<file path="src/rtl/subckt_activity_sequencer.sv">
// subckt_activity_sequencer: walks a small combinational sub-circuit through its whole input space
// and counts output toggles, input bit toggles and output-high vectors.
module subckt_activity_sequencer #(
  parameter int N_IN  = 4,
  parameter int CNT_W = 16
) (
  input  logic             clk,
  input  logic             rst_n,
  input  logic             start,
  input  logic             gray,
  output logic [N_IN-1:0]  vec_o,
  input  logic             resp_i,
  output logic             busy,
  output logic             done,
  output logic [CNT_W-1:0] out_toggles,
  output logic [CNT_W-1:0] in_toggles,
  output logic [CNT_W-1:0] ones_count
);
  localparam int SW = CNT_W + 4;
  localparam logic [1:0] S_IDLE = 2'd0, S_DRIVE = 2'd1, S_SAMPLE = 2'd2, S_DONE = 2'd3;
  localparam logic [N_IN:0] LAST = {1'b0, {N_IN{1'b1}}};
  logic [1:0] state;
  logic [N_IN:0] idx;
  logic gmode, prev;
  logic [N_IN-1:0] nv;
  logic [SW-1:0] hd;
  function automatic logic [N_IN-1:0] order(input logic [N_IN-1:0] b, input logic g);
    return g ? b ^ (b >> 1) : b;
  endfunction
  // Increments are widened so a Hamming distance larger than a narrow counter still saturates.
  function automatic logic [CNT_W-1:0] sat(input logic [CNT_W-1:0] c, input logic [SW-1:0] inc);
    logic [SW-1:0] s;
    s = SW'(c) + inc;
    return (s > SW'({CNT_W{1'b1}})) ? {CNT_W{1'b1}} : s[CNT_W-1:0];
  endfunction
  always_comb begin
    nv = order(idx[N_IN-1:0] + N_IN'(1), gmode);
    hd = SW'($countones(vec_o ^ nv));
  end
  always_ff @(posedge clk or negedge rst_n) begin
    if (!rst_n) begin
      state       <= S_IDLE;
      vec_o       <= '0;
      busy        <= 1'b0;
      done        <= 1'b0;
      out_toggles <= '0;
      in_toggles  <= '0;
      ones_count  <= '0;
      idx         <= '0;
      gmode       <= 1'b0;
      prev        <= 1'b0;
    end else begin
      case (state)
        S_IDLE: if (start) begin
          out_toggles <= '0;
          in_toggles  <= '0;
          ones_count  <= '0;
          gmode       <= gray;
          idx         <= '0;
          vec_o       <= '0;
          busy        <= 1'b1;
          state       <= S_DRIVE;
        end
        S_DRIVE: state <= S_SAMPLE;
        S_SAMPLE: begin
          ones_count <= sat(ones_count, SW'(resp_i));
          if (idx != '0) out_toggles <= sat(out_toggles, SW'(resp_i != prev));
          prev <= resp_i;
          if (idx == LAST) begin
            done  <= 1'b1;
            state <= S_DONE;
          end else begin
            idx        <= idx + (N_IN + 1)'(1);
            vec_o      <= nv;
            in_toggles <= sat(in_toggles, hd);
            state      <= S_DRIVE;
          end
        end
        default: begin
          done  <= 1'b0;
          busy  <= 1'b0;
          state <= S_IDLE;
        end
      endcase
    end
  end
endmodule

</file>
<file path="config.mk">
export PLATFORM = sky130hd
export DESIGN_NAME = subckt_activity_sequencer
export DESIGN_NICKNAME = d
export VERILOG_FILES = /design/src/rtl/subckt_activity_sequencer.sv
export SDC_FILE = /design/constraint.sdc
export NUM_CORES = 1
export LEC_CHECK = 0
export ABC_CLOCK_PERIOD_IN_PS = 4000
export BUFFER_PORTS_ARGS = -buffer_cell sky130_fd_sc_hd__buf_2
export CORE_ASPECT_RATIO = 1.4
export CORE_MARGIN = 2
export CORE_UTILIZATION = 50
export DETAILED_ROUTE_END_ITERATION = 12
export PLACE_DENSITY = 0.72
export SLEW_MARGIN = 20
export SYNTH_ARGS = -nofsm -noshare
export SYNTH_HDL_FRONTEND = slang
export SYNTH_SLANG_ARGS = --single-unit
</file>
<file path="constraint.sdc">
create_clock -name clk -period 4 [get_ports clk]
set_input_delay 0.2 -clock clk [delete_from_list [all_inputs] [get_ports clk]]
set_output_delay 0.2 -clock clk [all_outputs]
set_load 0.01 [all_outputs]
</file>
### Yosys cells after proc, flatten, opt, wreduce, memory -nomap -nowiden

Index checks and enable logic that the tools add are counted.
W data, S select, Z words.

* register bits: 63
* word-level logic and storage cells: 67
* input bits: 5
* output and inout bits: 54

* equality and inequality tests: 8
* bitwise logic cells: 4
* add/subtract/negate cells: 8
* multiplexer cells: 23
* order comparisons: 3
* reduce and logical (&&, ||, !) cells: 11

Operators by type and width (count)
* $mux W16: 6
* $pmux W16 S2: 3
* $gt A17 B16 Y1 const B: 3
* $add A16 B1 Y17: 2
* $add A16 B3 Y17: 1
* $mux W4: 3
* $mux W5: 2
* $pmux W5 S2: 1
* $ne A2 B2 Y1 const B: 4
* $pmux W4 S2: 1
* $reduce_and A2 Y1: 4
* $pmux W2 S3: 1
* $reduce_and A3 Y1: 2
* $add A5 B1 Y5 const B: 1
* $eq A5 B4 Y1 const B: 1
* $reduce_bool A5 Y1: 1
* $add A1 B1 Y2: 2
* $add A4 B1 Y4 const B: 1
* $mux W2: 2
* $pmux W1 S2: 2
* $reduce_or A2 Y1: 2
* $xor A4 B3 Y4: 1
* $xor A4 B4 Y4: 1
* $add A2 B2 Y3: 1
* other kinds (7): 9

### Longest topological paths before layout

* word-level depth: 11
* depth in mapped cells: 14
* depth with buffers taken out: 12

### Worst setup path before layout

Ideal clock, no wire load.

* path kind: reg-to-reg
* start: register idx[0]
* end: register in_toggles[11]
* path slack: 0.382 ns
* buffers on the path: 1
* setup time: 0.138 ns
* data arrival time: 3.480 ns
* data required time: 3.862 ns
* period minus slack after synthesis: 3.618 ns
* cell stages (with the launch flop): 13
* path through: dfrtp_1 ha_1 xnor2_1 xor3_1 fa_1 inv_1 fa_1 fa_1 and3_1 and3_1 clkbuf_1 a2bb2oi_1 o22ai_1

* longest elaborated chain between the ends: 11
* elaborated cells on any way between the ends: 15
* classes of those cells: add/sub: 5; order compare: 1; eq/ne: 2; mux: 4; bitwise: 2; reduce/logical: 1

RTL lines
* from (decl): RTL line 23 `logic [N_IN:0] idx;`
* from (signal assigned): RTL line 73 `idx <= idx + (N_IN + 1)'(1);`
* $add A4 B1 Y4: RTL line 37 `nv = order(idx[N_IN-1:0] + N_IN'(1), gmode);`
* $xor A4 B3 Y4: RTL line 28 `return g ? b ^ (b >> 1) : b;`
* $mux W4: RTL line 28
* $xor A4 B4 Y4: RTL line 38 `hd = SW'($countones(vec_o ^ nv));`
* $add A1 B1 Y2 (implied by the code): RTL line 38
* $add A2 B2 Y3 (implied by the code): RTL line 38
* $add A16 B3 Y17: RTL line 33 `s = SW'(c) + inc;`
* $gt A17 B16 Y1: RTL line 34 `return (s > SW'({CNT_W{1'b1}})) ? {CNT_W{1'b1}} : s[CNT_W-1:0];`
* $mux W16: RTL line 34
* $mux W16: RTL line 69 `if (idx == LAST) begin`
* $pmux W16 S2: RTL line 53 `case (state)`
* to (signal assigned): RTL line 75 `in_toggles <= sat(in_toggles, hd);`
* to (decl): RTL line 16 `output logic [CNT_W-1:0] in_toggles,`

Several ways; a longest one is shown, not always the timed one. The select of a mux whose other input is x is not followed.
A chain may end at the register's enable or synchronous reset.

### Final worst setup path

* start: register idx[0]
* end: register in_toggles[12]

Same word-level chain as after synthesis.

==> results.txt <==
The clock passes through at most 2 buffers. The count of flip-flops with a built-in enable after synthesis is 0. Port buffering added 58 buffers. The async set-or-reset flop fraction in the synthesized netlist is 1.00. The startpoint-to-endpoint class of the critical path is reg2reg. The leakage power came out at 1.90 nW.

The maximum number of pins on one net before global-route repair is 33. The setup violation total in the final timing report is 0. The first-pass detailed-route iteration total is 5. The clock skew is 8.52 ps. The final total negative setup slack came out at 0 ps. The area of the core is 7410 um2. The total design power came out at 0.00236 W.

The power density over the cells is 534 nW/um2. On the critical path the largest part of the delay comes from adder cells. The transition at the pin with the smallest max-transition slack came out at about 860 ps. The number of levels the H-tree was split into came out at 3. The die area is 8430 um2. TritonCTS built the clock tree. Of the total power, the share spent switching nets is 0.408.

Walking the worst path, the cells encountered are ha_1 -> xnor2_2 -> xor3_1 -> fa_1 -> inv_1 -> fa_1 -> fa_1 -> and3_1 -> and3_2 -> o2bb2ai_1 -> a22o_1. The final global-route overflow total is 0. The tree is rooted in a sky130_fd_sc_hd__clkbuf_8. The fraction of synthesized cell area taken by the top area cell type came out at 0.403. Among all stages on the critical path, the largest delay is contributed by sky130_fd_sc_hd__fa_1. The final design instance area without fill came out at 4420 um2.

For this run, the register share of the synthesized area comes to 0.403. The routed length per placed instance came out at ~17 um. The via count of the first global-routing pass came out at 3413.

Synthesis produced a netlist with a net count of 449. In this run the cell area of the synthesized design comes to a little under 4000 um2. The peak supply drop is 0.424 mV. In the post-synthesis netlist, the biggest area contributors are sky130_fd_sc_hd__dfrtp_1 40%, sky130_fd_sc_hd__o2bb2ai_1 5.7%, sky130_fd_sc_hd__o21ai_0 5.2%.

The worst pin sits at a relative slew slack of 0.423. The cell taking the most area after synthesis is sky130_fd_sc_hd__dfrtp_1. The sink count of the clock tree is between 60 and 70.

The placement row count is 37. The half-perimeter wire length after detailed placement is 6560 um. The final wirelength is between 9000 and 10000 um. The post-synthesis to final-layout area growth is 14.7%. In the synthesized netlist the dominant register cell turns out to be sky130_fd_sc_hd__dfrtp_1. The sequential fraction of design power came out at 0.327. The flow ran to the end, and the final reports show no timing, DRC or antenna violations. The share of total power dissipated in the clock network is 0.241. In the post-synthesis netlist, the cell with the most instances is sky130_fd_sc_hd__dfrtp_1. Detailed routing inserted a total of 3583 vias. The initial antenna violation count was 0. The initial core utilization came out at 0.520.

The via count normalized by instance count is 6.15. Measured along the x axis, the die boundary spans 78.2 um. In the routed design, unresolved DRC markers number 0. STA classifies the critical path endpoint as a register. The net switching power figure came out at 0.000962 W. The post-place instance area is 4200 um2. Timing would allow up to 264 MHz.

The most numerous cell type found on the critical path is sky130_fd_sc_hd__fa_1. The final count of pins violating max slew is 0. The share of cells above drive strength 1 came out at 0.187. The required time of the critical path came out at about 4200 ps. On the worst path, the slowest cell contributes a delay of 500 ps. The netlist uses 51 different library cells. The internal power contribution is 0.00140 W.

The synthesized flop and latch total is 62. The overall track demand over capacity in global routing came out at 0.240. Setup repair after global routing left no endpoint under its margin. The vertical die dimension came out at 108 um. The final-report hold violation count came out at 0.

STA classifies the critical path startpoint as a register. The CTS buffer count came out at 9. The clock latency on the worst-skew pair came out at approximately 340 ps. The worst endpoint data arrival time is 4010 ps.

The instance count of the mapped netlist came out at 429. The power share of the combinational group is 0.433. After clock tree synthesis, the setup repair step added 0 buffers. The routed design could run at a clock period as short as 3790 ps.

The worst setup timing slack at the placement stage came out at 99.1 ps. Routability-driven placement finished with a final weighted congestion of 0.832. Averaged over all synthesized cells, the footprint is 8.97 um2. The first-iteration detailed-routing DRC count is 360. The total number of yosys warnings came out at 0.

Together, buffers and inverters on the worst path number 1. Once detail routing completed, the nets flagged for antenna violations numbered 0. The least setup slack across all paths after layout came out at 213 ps. The final clock period utilization by the worst path is 0.947. By count the netlist is led by 62 x sky130_fd_sc_hd__dfrtp_1, 40 x sky130_fd_sc_hd__o21ai_0, 39 x sky130_fd_sc_hd__a21oi_1.

The min-delay analysis places its worst path in the category in2reg. The biggest fanout along the worst timing path came out at 13. The number of violations of the max-capacitance limit is 0.

The wire length of the first global-routing pass is 16200 um. The I/O pin total came out at 59. The post-layout net count came out at 501. The clock edge transition at the registers on the reported setup and hold paths is 70 ps. 0 antenna diodes ended up in the layout.
==> logic make-up after synthesis <==
family	Yosys count	share of synthesized area
AND/OR/NAND/NOR	138	0.191
multiplexers	7	0.0192
flip-flops	62	0.403
buffers and inverters	49	0.0549
adder cells (fa/ha/maj)	15	0.0546
XOR/XNOR	7	0.0198
AO/OA/AOI/OAI	151	0.257
==> worst reg2reg max path: cells and delay by family, from the launching register on <==
family / cells / cell delay, ps
buf+inv: 1 / 60
fa+ha+maj: 4 / 1660
flops: 1 / 430
xor+xnor: 2 / 600
simple gates: 2 / 540
compound gates: 2 / 390
==> flip-flops by register name, summed over array words and instances, names as in the netlist <==
signal	cells
done	1
vec_o	3
prev	1
busy	1
out_toggles	16
state	2
in_toggles	16
gmode	1
ones_count	16
idx	5
==> layout make-up <==
type | instances | area (um2)
sequential | 62 | 1550
tap | 97 | 121
clock buffer | 12 | 155
inverter | 24 | 90.1
clock inverter | 4 | 45.0
timing repair buffer | 66 | 353
fill | 689 | 2990
multi-input combinational | 318 | 2100
==> cell usage in the layout (no fill, tap or decap), types with 8 or more instances in the layout <==
master                      instances
sky130_fd_sc_hd__dfrtp_1           62
sky130_fd_sc_hd__buf_2             58
sky130_fd_sc_hd__o21ai_0           40
sky130_fd_sc_hd__a21oi_1           39
sky130_fd_sc_hd__o2bb2ai_1         25
sky130_fd_sc_hd__inv_1             24
sky130_fd_sc_hd__nand2_1           23
sky130_fd_sc_hd__nor2_1            21
sky130_fd_sc_hd__nand3_1           20
sky130_fd_sc_hd__nor3_1            19
sky130_fd_sc_hd__nor4_1            12
sky130_fd_sc_hd__ha_1              12
sky130_fd_sc_hd__clkbuf_8          11
sky130_fd_sc_hd__nand4_1           10
sky130_fd_sc_hd__o22ai_1            8
==> routing by layer <==
layer / global-route usage / vias up / routed length, um / part of all wire
met5: 0 / - / 0 / 0
met1: 0.305 / 1734 / 4150 / 0.43
li1: - / 1726 / - / -
met4: 0.0915 / 0 / 153 / 0.016
met3: 0.0470 / 14 / 476 / 0.049
met2: 0.402 / 109 / 4880 / 0.51
==> what timing repair did <==
action | CTS | global route
resized for setup | 0 | 2
endpoints found under the hold margin | 31 | 0
setup endpoints to repair | 0 | 11
hold buffers | 1 | 0
==> power groups by stage <==
stage          clock [W]  sequential (W)  combinational (W)
2_1_floorplan          0        0.000786           0.000740
3_3_place_gp           0        0.000777           0.000979
3_5_place_dp           0        0.000780            0.00101
4_1_cts         0.000576        0.000769            0.00102
5_1_grt         0.000605        0.000778            0.00115
6_report        0.000568        0.000771            0.00102
==> final timing paths <==
kind	startpoint	endpoint	slack, ps	cells past startpoint
worst max-delay path	idx[0]	in_toggles[12]	210	11
worst min-delay path	gray	gmode	120	2
worst max register to register	idx[0]	in_toggles[12]	210	11
worst min register to register	ones_count[0]	ones_count[0]	530	2
max in group asynchronous	rst_n	in_toggles[8]	2650	3
min in group asynchronous	rst_n	out_toggles[10]	450	2
==> stage by stage <==
stage | hold slack, ps | instances | util
after global routing | 112 | 583 | 0.596
final | 117 | 583 | 0.596
after floorplan | -95.6 | 429 | -
after global placement | 304 | 566 | 0.566
after CTS | 110 | 583 | 0.595
after detailed placement | 311 | 566 | 0.567
Note: power is estimated with default switching activity, not from simulation.
